[src/rtl/act_mem_pkg.sv]
// Shared definitions for the activation memory controller.
package act_mem_pkg;

    // Width of every index port towards the activation memory.
    localparam int INDEX_W = 16;

    // Controller operating states.
    typedef enum logic [1:0] {
        ST_IDLE = 2'd0,
        ST_LOAD = 2'd1,
        ST_DUMP = 2'd2,
        ST_DONE = 2'd3
    } state_t;

    // Register width needed to count 0..n-1; never narrower than one bit.
    function automatic int cnt_width(input int n);
        return (n > 1) ? $clog2(n) : 1;
    endfunction

endpackage

[src/rtl/act_index_counter.sv]
// Raster-order (entry, y, x) element counter: x runs fastest, entry slowest.
// Indices are presented zero-extended to INDEX_W bits.
module act_index_counter
    import act_mem_pkg::*;
#(
    parameter int ENTRY_NUM = 1,
    parameter int DIM       = 1
) (
    input  logic               clk,
    input  logic               rst,
    input  logic               clear,
    input  logic               advance,
    output logic [INDEX_W-1:0] entry,
    output logic [INDEX_W-1:0] y,
    output logic [INDEX_W-1:0] x,
    output logic               last
);

    localparam int EW = cnt_width(ENTRY_NUM);
    localparam int DW = cnt_width(DIM);

    localparam logic [EW-1:0] ENTRY_MAX = EW'(ENTRY_NUM - 1);
    localparam logic [DW-1:0] DIM_MAX   = DW'(DIM - 1);

    logic [EW-1:0] entry_reg, entry_next;
    logic [DW-1:0] y_reg, y_next;
    logic [DW-1:0] x_reg, x_next;

    logic x_at_max, y_at_max, entry_at_max;

    assign x_at_max     = (x_reg == DIM_MAX);
    assign y_at_max     = (y_reg == DIM_MAX);
    assign entry_at_max = (entry_reg == ENTRY_MAX);

    // Next-count logic: clear wins; the final element wraps everything to 0.
    always_comb begin
        entry_next = entry_reg;
        y_next     = y_reg;
        x_next     = x_reg;
        if (clear) begin
            entry_next = '0;
            y_next     = '0;
            x_next     = '0;
        end else if (advance) begin
            if (x_at_max) begin
                x_next = '0;
                if (y_at_max) begin
                    y_next     = '0;
                    entry_next = entry_at_max ? '0 : entry_reg + 1'b1;
                end else begin
                    y_next = y_reg + 1'b1;
                end
            end else begin
                x_next = x_reg + 1'b1;
            end
        end
    end

    // Counter registers with synchronous reset.
    always_ff @(posedge clk) begin
        if (rst) begin
            entry_reg <= '0;
            y_reg     <= '0;
            x_reg     <= '0;
        end else begin
            entry_reg <= entry_next;
            y_reg     <= y_next;
            x_reg     <= x_next;
        end
    end

    assign entry = INDEX_W'(entry_reg);
    assign y     = INDEX_W'(y_reg);
    assign x     = INDEX_W'(x_reg);
    assign last  = x_at_max && y_at_max && entry_at_max;

endmodule

[src/rtl/act_mem_ctrl.sv]
// Activation memory controller: fills the memory from an inbound stream
// (LOAD) or streams its contents out (DUMP), one element per cycle.
module act_mem_ctrl
    import act_mem_pkg::*;
#(
    parameter int ENTRY_NUM = 1,
    parameter int DIM       = 1,
    parameter int DATA_SIZE = 64
) (
    input  logic                 clk,
    input  logic                 rst,
    input  logic                 start_load,
    input  logic                 start_dump,
    output logic                 busy,
    output logic                 done,
    input  logic                 s_valid,
    output logic                 s_ready,
    input  logic [DATA_SIZE-1:0] s_data,
    output logic                 m_valid,
    input  logic                 m_ready,
    output logic [DATA_SIZE-1:0] m_data,
    output logic                 mem_write,
    output logic [DATA_SIZE-1:0] mem_in_data,
    output logic [INDEX_W-1:0]   mem_index_entry,
    output logic [INDEX_W-1:0]   mem_index_y,
    output logic [INDEX_W-1:0]   mem_index_x,
    output logic [INDEX_W-1:0]   mem_read_index_entry,
    output logic [INDEX_W-1:0]   mem_read_index_y,
    output logic [INDEX_W-1:0]   mem_read_index_x,
    input  logic [DATA_SIZE-1:0] mem_out_data
);

    state_t state_reg, state_next;

    logic               in_load, in_dump;
    logic               cnt_clear, cnt_advance, cnt_last;
    logic [INDEX_W-1:0] cnt_entry, cnt_y, cnt_x;

    assign in_load = (state_reg == ST_LOAD);
    assign in_dump = (state_reg == ST_DUMP);

    // Counter sits at zero while idle so every operation starts at (0,0,0).
    assign cnt_clear   = (state_reg == ST_IDLE);
    assign cnt_advance = (in_load && s_valid) || (in_dump && m_ready);

    act_index_counter #(
        .ENTRY_NUM (ENTRY_NUM),
        .DIM       (DIM)
    ) u_index_counter (
        .clk     (clk),
        .rst     (rst),
        .clear   (cnt_clear),
        .advance (cnt_advance),
        .entry   (cnt_entry),
        .y       (cnt_y),
        .x       (cnt_x),
        .last    (cnt_last)
    );

    // Next-state logic; start requests only matter in IDLE, load has priority.
    always_comb begin
        state_next = state_reg;
        case (state_reg)
            ST_IDLE: begin
                if (start_load) begin
                    state_next = ST_LOAD;
                end else if (start_dump) begin
                    state_next = ST_DUMP;
                end
            end
            ST_LOAD: begin
                if (s_valid && cnt_last) begin
                    state_next = ST_DONE;
                end
            end
            ST_DUMP: begin
                if (m_ready && cnt_last) begin
                    state_next = ST_DONE;
                end
            end
            ST_DONE: begin
                state_next = ST_IDLE;
            end
            default: begin
                state_next = ST_IDLE;
            end
        endcase
    end

    // State register with synchronous reset.
    always_ff @(posedge clk) begin
        if (rst) begin
            state_reg <= ST_IDLE;
        end else begin
            state_reg <= state_next;
        end
    end

    assign busy = in_load || in_dump;
    assign done = (state_reg == ST_DONE);

    // Inbound stream: always ready during LOAD, so every valid beat is a write.
    assign s_ready     = in_load;
    assign mem_write   = in_load && s_valid;
    assign mem_in_data = s_data;

    // Outbound stream: memory read is combinational, so data follows the index.
    assign m_valid = in_dump;
    assign m_data  = mem_out_data;

    // Index ports are only live in the state that uses them, zero otherwise.
    assign mem_index_entry      = in_load ? cnt_entry : '0;
    assign mem_index_y          = in_load ? cnt_y     : '0;
    assign mem_index_x          = in_load ? cnt_x     : '0;
    assign mem_read_index_entry = in_dump ? cnt_entry : '0;
    assign mem_read_index_y     = in_dump ? cnt_y     : '0;
    assign mem_read_index_x     = in_dump ? cnt_x     : '0;

endmodule

[config.mk]
export PLATFORM = sky130hd
export DESIGN_NAME = act_mem_ctrl
export DESIGN_NICKNAME = d
export VERILOG_FILES = /design/src/rtl/act_mem_pkg.sv /design/src/rtl/act_index_counter.sv /design/src/rtl/act_mem_ctrl.sv
export SDC_FILE = /design/constraint.sdc
export NUM_CORES = 1
export LEC_CHECK = 0
export ABC_AREA = 1
export CORE_AREA = 2 2 142 144
export CTS_BUF_LIST = sky130_fd_sc_hd__clkbuf_4 sky130_fd_sc_hd__clkbuf_8 sky130_fd_sc_hd__clkbuf_16
export DETAILED_ROUTE_END_ITERATION = 10
export DIE_AREA = 0 0 144 146
export DONT_BUFFER_PORTS = 1
export SLEW_MARGIN = 0
export SYNTH_ARGS = -nofsm -noshare
export SYNTH_HDL_FRONTEND = slang
export SYNTH_HIERARCHICAL = 1
export SYNTH_SLANG_ARGS = --single-unit
[constraint.sdc]
create_clock -name clk -period 1.9 [get_ports clk]
set_input_delay 0.38 -clock clk [delete_from_list [all_inputs] [get_ports clk]]
set_output_delay 0.38 -clock clk [all_outputs]
set_load 0.005 [all_outputs]
==> out/metrics.cfg <==
[timing]
slew_viol_final = 0
fin_crit_sh = 0.832
hold_viol = 0
worstMarginPinSlew_ns = 0.550
holdWs_ns = 0.337
finalSetupViolCount = 0
clock_skew_ns = 0.000448
rsz0062_at_grt = false
fin_setup_tns_ns = 0
slew_headroom = 0.633
timing.fmax_ghz = 0.632
fin_crit_ns = 1.58

[hold_path]
hold_class = in -> reg
hp-start = rst
whs_path_depth = 3
min_to = state_reg[1]

[setup_path]
crit_required_ns = 1.52
ff2ff_setup_slack_ns = 0.41
crit_path_end_kind = output pin
crit_fanout = 24
crit_path_max_incr_delay_ns = 0.55
crit_chain = inv_1, ha_2
startpoint = state_reg[0]
crit_arrival_ns = 1.20
critPathKind = reg -> out
r2r_cells = 7
crit_slowest_cell = ha_2
crit_path_start_kind = flop
r2r_end = state_reg[0]
r2r-start = state_reg[0]

[detailed_routing]
dr.pass1.iters = 4
avgRoutedWirePerCell_um = 9.64
routed_wl_mm = 5.24
drtAntennaViolNets = 0
drc = 0
drt-initial-drc-count = 59
vias_per_cell = 2.57
routed-via-count = 1393

[global_routing]
grt_pass1_vias = 1296
grt_max_degree = 49
grt_antenna_before_repair = 0
grt_pass1_wl_mm = 7.08
grt_usage = 0.0448
grt_overflow = 0

[floorplan]
initial_utilization = 0.121
pin_count = 363
die_area_um2 = 21000
num_rows = 51
die_h_um = 146
fp.dieW_um = 144
core-area_um2 = 19300

[finish]
largest_reg_flops = 2
fin_util = 0.0794
area_growth_pct = -34.2
fin_nets = 419
mostFrequentLayoutCells = nand2_1, inv_1, conb_1, nor2_1
num_antenna_cells = 0
final_common_cell = nand2_1
layout-drive-gt1-share = 0.0288
final_cell_area_um2 = 1540

[synthesis]
syn-cell-area_um2 = 2330
syn_area_per_cell_um2 = 5.64
yosys_warnings = 6
syn_inst = 414

[clock_tree]
cts_tree = built
cts_resized = 0
ctsLongestPathBuffers = 2
cts.clk_slew.worst_paths_ns = 0.03
cts_num_sinks = 2
hold_buffers = 0
htreeDepth = 1
cts-root-buf = clkbuf_16
cts_buffers = 3
worstSkewPairLatency_ns = 0.22
cts_setup_buffers = 0

[pwr]
p_int_mw = 0.551
total_power_mw = 1.26
netSwitchingFraction = 0.563
power_density_nw_per_um2 = 821
clkPwrFrac = 0.247
p_switching_mw = 0.709
ir_worst_vdd_mv = 0.382
power_frac_comb = 0.695
power.leakage_nw = 1.42
seq_power_share = 0.059

[run_status]
status = completed

[placed_design]
hpwl_mm = 4.22
placed_cell_area_um2 = 1460
io_buffers = 0
routabilityCongestion = 0.627

[flow_run]
cap_violations = 0

==> critical path: cells and delay by family (launching register included) <==
| kind | cells | cell delay (ns) |
|---|---|---|
| adder cells (fa/ha/maj) | 1 | 0.55 |
| buffers and inverters | 1 | 0.11 |
| flip-flops | 1 | 0.33 |
==> worst max path at each step <==
| stage | to | slack [ns] | depth (start not counted) |
|---|---|---|---|
| finish | m_valid | 0.32 | 2 |
| global route | state_reg[0] | 0.19 | 7 |
| CTS | m_valid | 0.26 | 2 |
| detailed placement | state_reg[1] | 0.35 | 7 |
| global placement | state_reg[0] | 0.41 | 7 |
| floorplan | mem_write | 0.66 | 5 |
==> routing by layer <==
layer	GRT usage	up-vias	wire length [um]
met1	0.0325	532	1570
li1	-	641	-
met2	0.0643	164	2140
met3	0.0510	56	1140
met4	0.0353	0	385
met5	0	-	0
==> stage by stage <==
| step | std cells | worst slack, ns |
|---|---|---|
| after floorplan | 461 | 0.655 |
| after global placement | 540 | 0.406 |
| after detailed placement | 540 | 0.347 |
| after CTS | 543 | 0.260 |
| after global routing | 543 | 0.193 |
| final | 543 | 0.319 |
==> power groups by stage <==
stage                     registers (mW)  logic, mW  clock network [mW]
after floorplan                   0.0710       1.05                   0
after global placement            0.0724      0.825                   0
after detailed placement          0.0750      0.842                   0
after CTS                         0.0744      0.843               0.315
after global routing              0.0769       1.06               0.323
final                             0.0739      0.875               0.311
==> cell type report <==
type / instances / area, um2
fill: 2334 / 17800
multi-input combinational: 170 / 694
inverter: 101 / 379
tap: 265 / 332
clock buffer: 3 / 75.1
sequential: 2 / 40.0
timing repair buffer: 2 / 15.0
Power figures use the tool's default switching activity.
==> edit 1, RTL diff (same settings) <==
The parameter `DATA_SIZE` goes from 64 to 32.
--- a/src/rtl/act_mem_ctrl.sv
+++ b/src/rtl/act_mem_ctrl.sv
@@ -6,5 +6,5 @@
     parameter int ENTRY_NUM = 1,
     parameter int DIM       = 1,
-    parameter int DATA_SIZE = 64
+    parameter int DATA_SIZE = 32
 ) (
     input  logic                 clk,
Interface: changed (resized m_data, mem_in_data, mem_out_data and s_data); port bits go from 363 to 235. No check against the original RTL was run, so the function may have changed too.
==> edit 1 against the unedited design <==
Synthesized area shrank 21%. Wire length fell by 26%. Count of clock-buffer cells in the layout did not move. Synthesized cell count shrank 15%. Worst setup slack better by 160 ps. Cell area stayed put. Register-to-register slack better by 220 ps. Sequential cell count unchanged. Clock power increased by 2%. Total power fell by 0.62%. Critical path type unchanged.
==> edit 1: results (changes against the unedited design) <==
* Status: finished clean (unchanged)
* Min Tclk post-route at 1426 ps (was 1581 ps)
* Total GRT Usage at 0.03424 (was 0.04482)
* Antenna violations before repair at 0 (unchanged)
* CTS H-tree depth at 1 (unchanged)
* Final HPWL DP at 3187 um (was 4219 um)
* Worst-path fanout max at 4 (was 24)
* Slowest CP cell: dfxtp_1 (was ha_2)
* Final net count at 355 (was 419)
* Final Skew at 2.989 ps (was 0.4475 ps)
* Fill cell count at 2267 (was 2334)
* Yosys warns at 6 (unchanged)
* Crit path DAT at 1050 ps (was 1200 ps)
* Vias in the first global route at 1022 (was 1296)
* Detailed router's first-iteration violation count at 39 (was 59)
* Pre-CTS setup slack at 602.3 ps (was 347.5 ps)
* R2R setup slack at 630 ps (was 410 ps)
* Max Root-Sink Buffers at 2 (unchanged)
* Clk Latency, worst-skew pair at 220 ps (about the same)
* First-pass GRT wire length at 5464 um (was 7079 um)
* First-pass DRT Iterations at 4 (unchanged)
* GPL Wtd Cong at 0.5987 (was 0.6271)
* Slowest stage delay, CP at 370 ps (was 550 ps)
* Wirelength per Cell at 7.094 um (was 9.641 um)
* Sw Pwr at 700.7 uW (was 709.4 uW)
* Maximum vdd drop at 0.2181 mV (was 0.3822 mV)
* Routed vias at 1255 (was 1393)
* Post-CTS setup buffers at 0 (unchanged)
* Relative slew slack at 0.6640 (was 0.6330)
## edit 1: through the flow
| stage | area [um^2] | power (mW) | hold slack [ps] | cells | util |
|---|---|---|---|---|---|
| 2_1_floorplan | 2029 | 1.008 | 535.3 | 397 | - |
| 3_3_place_gp | 1460 | 0.9033 | 570.3 | 540 | 0.07552 |
| 3_5_place_dp | 1460 | 0.9159 | 569.9 | 540 | 0.07552 |
| 4_1_cts | 1535 | 1.238 | 338.0 | 543 | 0.07940 |
| 5_1_grt | 1535 | 1.451 | 348.2 | 543 | 0.07940 |
| 6_report | 1535 | 1.252 | 331.2 | 543 | 0.07940 |
## edit 1: power groups by stage
stage,clock [mW],sequential (mW),combinational [mW]
after floorplan,0,0.0710,0.937
after global placement,0,0.0741,0.829
after detailed placement,0,0.0762,0.840
after CTS,0.323,0.0754,0.840
after global routing,0.326,0.0768,1.05
final,0.317,0.0744,0.861
## edit 1: area by class of cell
class | instances | share of cell area
well taps | 265 | 0.2160
flip-flops and latches | 2 | 0.02608
multi-input cells | 170 | 0.4523
inverters | 101 | 0.2469
clock buffers | 3 | 0.04890
repair buffers | 2 | 0.009780
## edit 1: critical path: cells and delay by family, from the launching register on
kind | cells | cell delay, ps
flops | 1 | 370
fa+ha+maj | 1 | 360
buf+inv | 1 | 100
## edit 1: worst paths after layout
kind / startpoint / to / cells after the start
worst max-delay path: state_reg[0] / busy / 2
worst max register to register: state_reg[0] / state_reg[1] / 6
worst min-delay path: rst / state_reg[0] / 3
worst min register to register: state_reg[0] / state_reg[0] / 4
## edit 1: metal layers
metal	routed length, um	vias up	global-route usage	part of all wire
met1	1466	489	0.03108	0.38
met5	0	-	0	0
met4	156	0	0.02059	0.040
li1	-	649	-	-
met2	1748	97	0.05738	0.45
met3	481	20	0.02139	0.12
==> edit 2, RTL diff (same flow settings) <==
Without the edit above. The 4 states of `state_t` get a one-hot encoding in 4 bits.
--- a/src/rtl/act_mem_pkg.sv
+++ b/src/rtl/act_mem_pkg.sv
@@ -6,9 +6,9 @@
 
     // Controller operating states.
-    typedef enum logic [1:0] {
-        ST_IDLE = 2'd0,
-        ST_LOAD = 2'd1,
-        ST_DUMP = 2'd2,
-        ST_DONE = 2'd3
+    typedef enum logic [3:0] {
+        ST_IDLE = 4'b0001,
+        ST_LOAD = 4'b0010,
+        ST_DUMP = 4'b0100,
+        ST_DONE = 4'b1000
     } state_t;
 
Function: no difference found for any inputs over 10 cycles, from zero or initial values and one cycle with rst high; not proved beyond that.
==> edit 2 against the unedited design <==
Critical path depth increased by 1. Fmax is 3.1% lower. Sequential share of layout area up 2.7 points. Wire length up 3.5%. Synthesized cell count is 9.4% lower. Sequential cell count grew 2. Cell area down 2.1%. Cell count down 7.0%. Global-route usage grew 0.16 points. Count of clock-buffer cells in the layout stayed put. Worst setup slack got worse by 51 ps. Synthesized area shrank 0.11%. Critical path type unchanged. Critical endpoint is now mem_write. Highest routed layer unchanged.
Power is not compared: it rests on default switching activity, and its combinational part moved more than twofold at a synthesized area within 25%.
==> edit 2: results (changes against the unedited design) <==
* Routed met2 length at 2189 um (was 2136 um)
* Final HPWL DP at 4418 um (was 4219 um)
* Fill cell count at 2304 (was 2334)
* Mean number of vias per cell at 2.513 (was 2.565)
* Non-clk buf share at 0.009992 (was 0.009780)
* R2R cell count at 5 (was 7)
* Final Skew at 0.04079 ps (was 0.4475 ps)
* Worst-path fanout max at 26 (was 24)
* Clock-cell share at 0.04996 (was 0.04890)
* Total GRT Usage at 0.04646 (was 0.04482)
* Sequential Area at 80.08 um^2 (was 40.04 um^2)
* Routed met1 length at 1520 um (was 1571 um)
* Placed cells at 502 (was 540)
* TritonCTS buffer count at 3 (unchanged)
* Met3 WL at 1048 um (was 1142 um)
* Max reg flops at 4 (was 2)
* Syn Area/Cell at 6.216 um^2 (was 5.636 um^2)
* Met1 Use GR at 0.03586 (was 0.03247)
* Max Root-Sink Buffers at 2 (unchanged)
* Count of multi-input gates at 173 (was 170)
* Clk sinks at 4 (was 2)
* Layout cell share with drive strength beyond 1 at 0.1000 (was 0.02878)
* First-pass GRT wire length at 7107 um (was 7079 um)
* Status: finished clean (unchanged)
* Detailed router's first-iteration violation count at 22 (was 59)
* Post-Route WL at 5418 um (was 5235 um)
* Hold Crit Depth at 1 (was 3)
* Pin count of the biggest net entering global routing at 30 (was 49)
* Met2 Use GR at 0.06571 (was 0.06429)
* Area occupied by multi-input gates at 783.3 um^2 (was 694.4 um^2)
* M3 GR Usage at 0.03521 (was 0.05100)
* Pre-CTS setup slack at 490.8 ps (was 347.5 ps)
* Crit path DAT at 1250 ps (was 1200 ps)
* GPL Wtd Cong at 0.6643 (was 0.6271)
-- edit 2: path summary, 6_finish.rpt --
| path | slack [ps] | endpoint | from |
|---|---|---|---|
| max | 270 | mem_write | state_reg[3] |
| min reg2reg | 580 | state_reg[2] | state_reg[2] |
| max reg2reg | 640 | state_reg[3] | state_reg[3] |
| min | 220 | state_reg[3] | rst |
-- edit 2: through the flow --
step	utilization	power (mW)
after floorplan	-	0.6780
after global placement	0.07384	0.3984
after detailed placement	0.07384	0.4034
after global routing	0.07772	0.8043
after CTS	0.07772	0.7307
final	0.07772	0.7387
-- edit 2: power by group --
group,switching [mW],internal (mW),total (mW)
combinational,0.225,0.0720,0.297
clock,0.0565,0.269,0.325
sequential,0.0159,0.101,0.117
total,0.297,0.442,0.739
-- edit 2: critical path, stage by stage (launching register included) --
cell	delay, ps
dfxtp_1	340
nor2_2	270
nand2_4	240
nor2_1	180
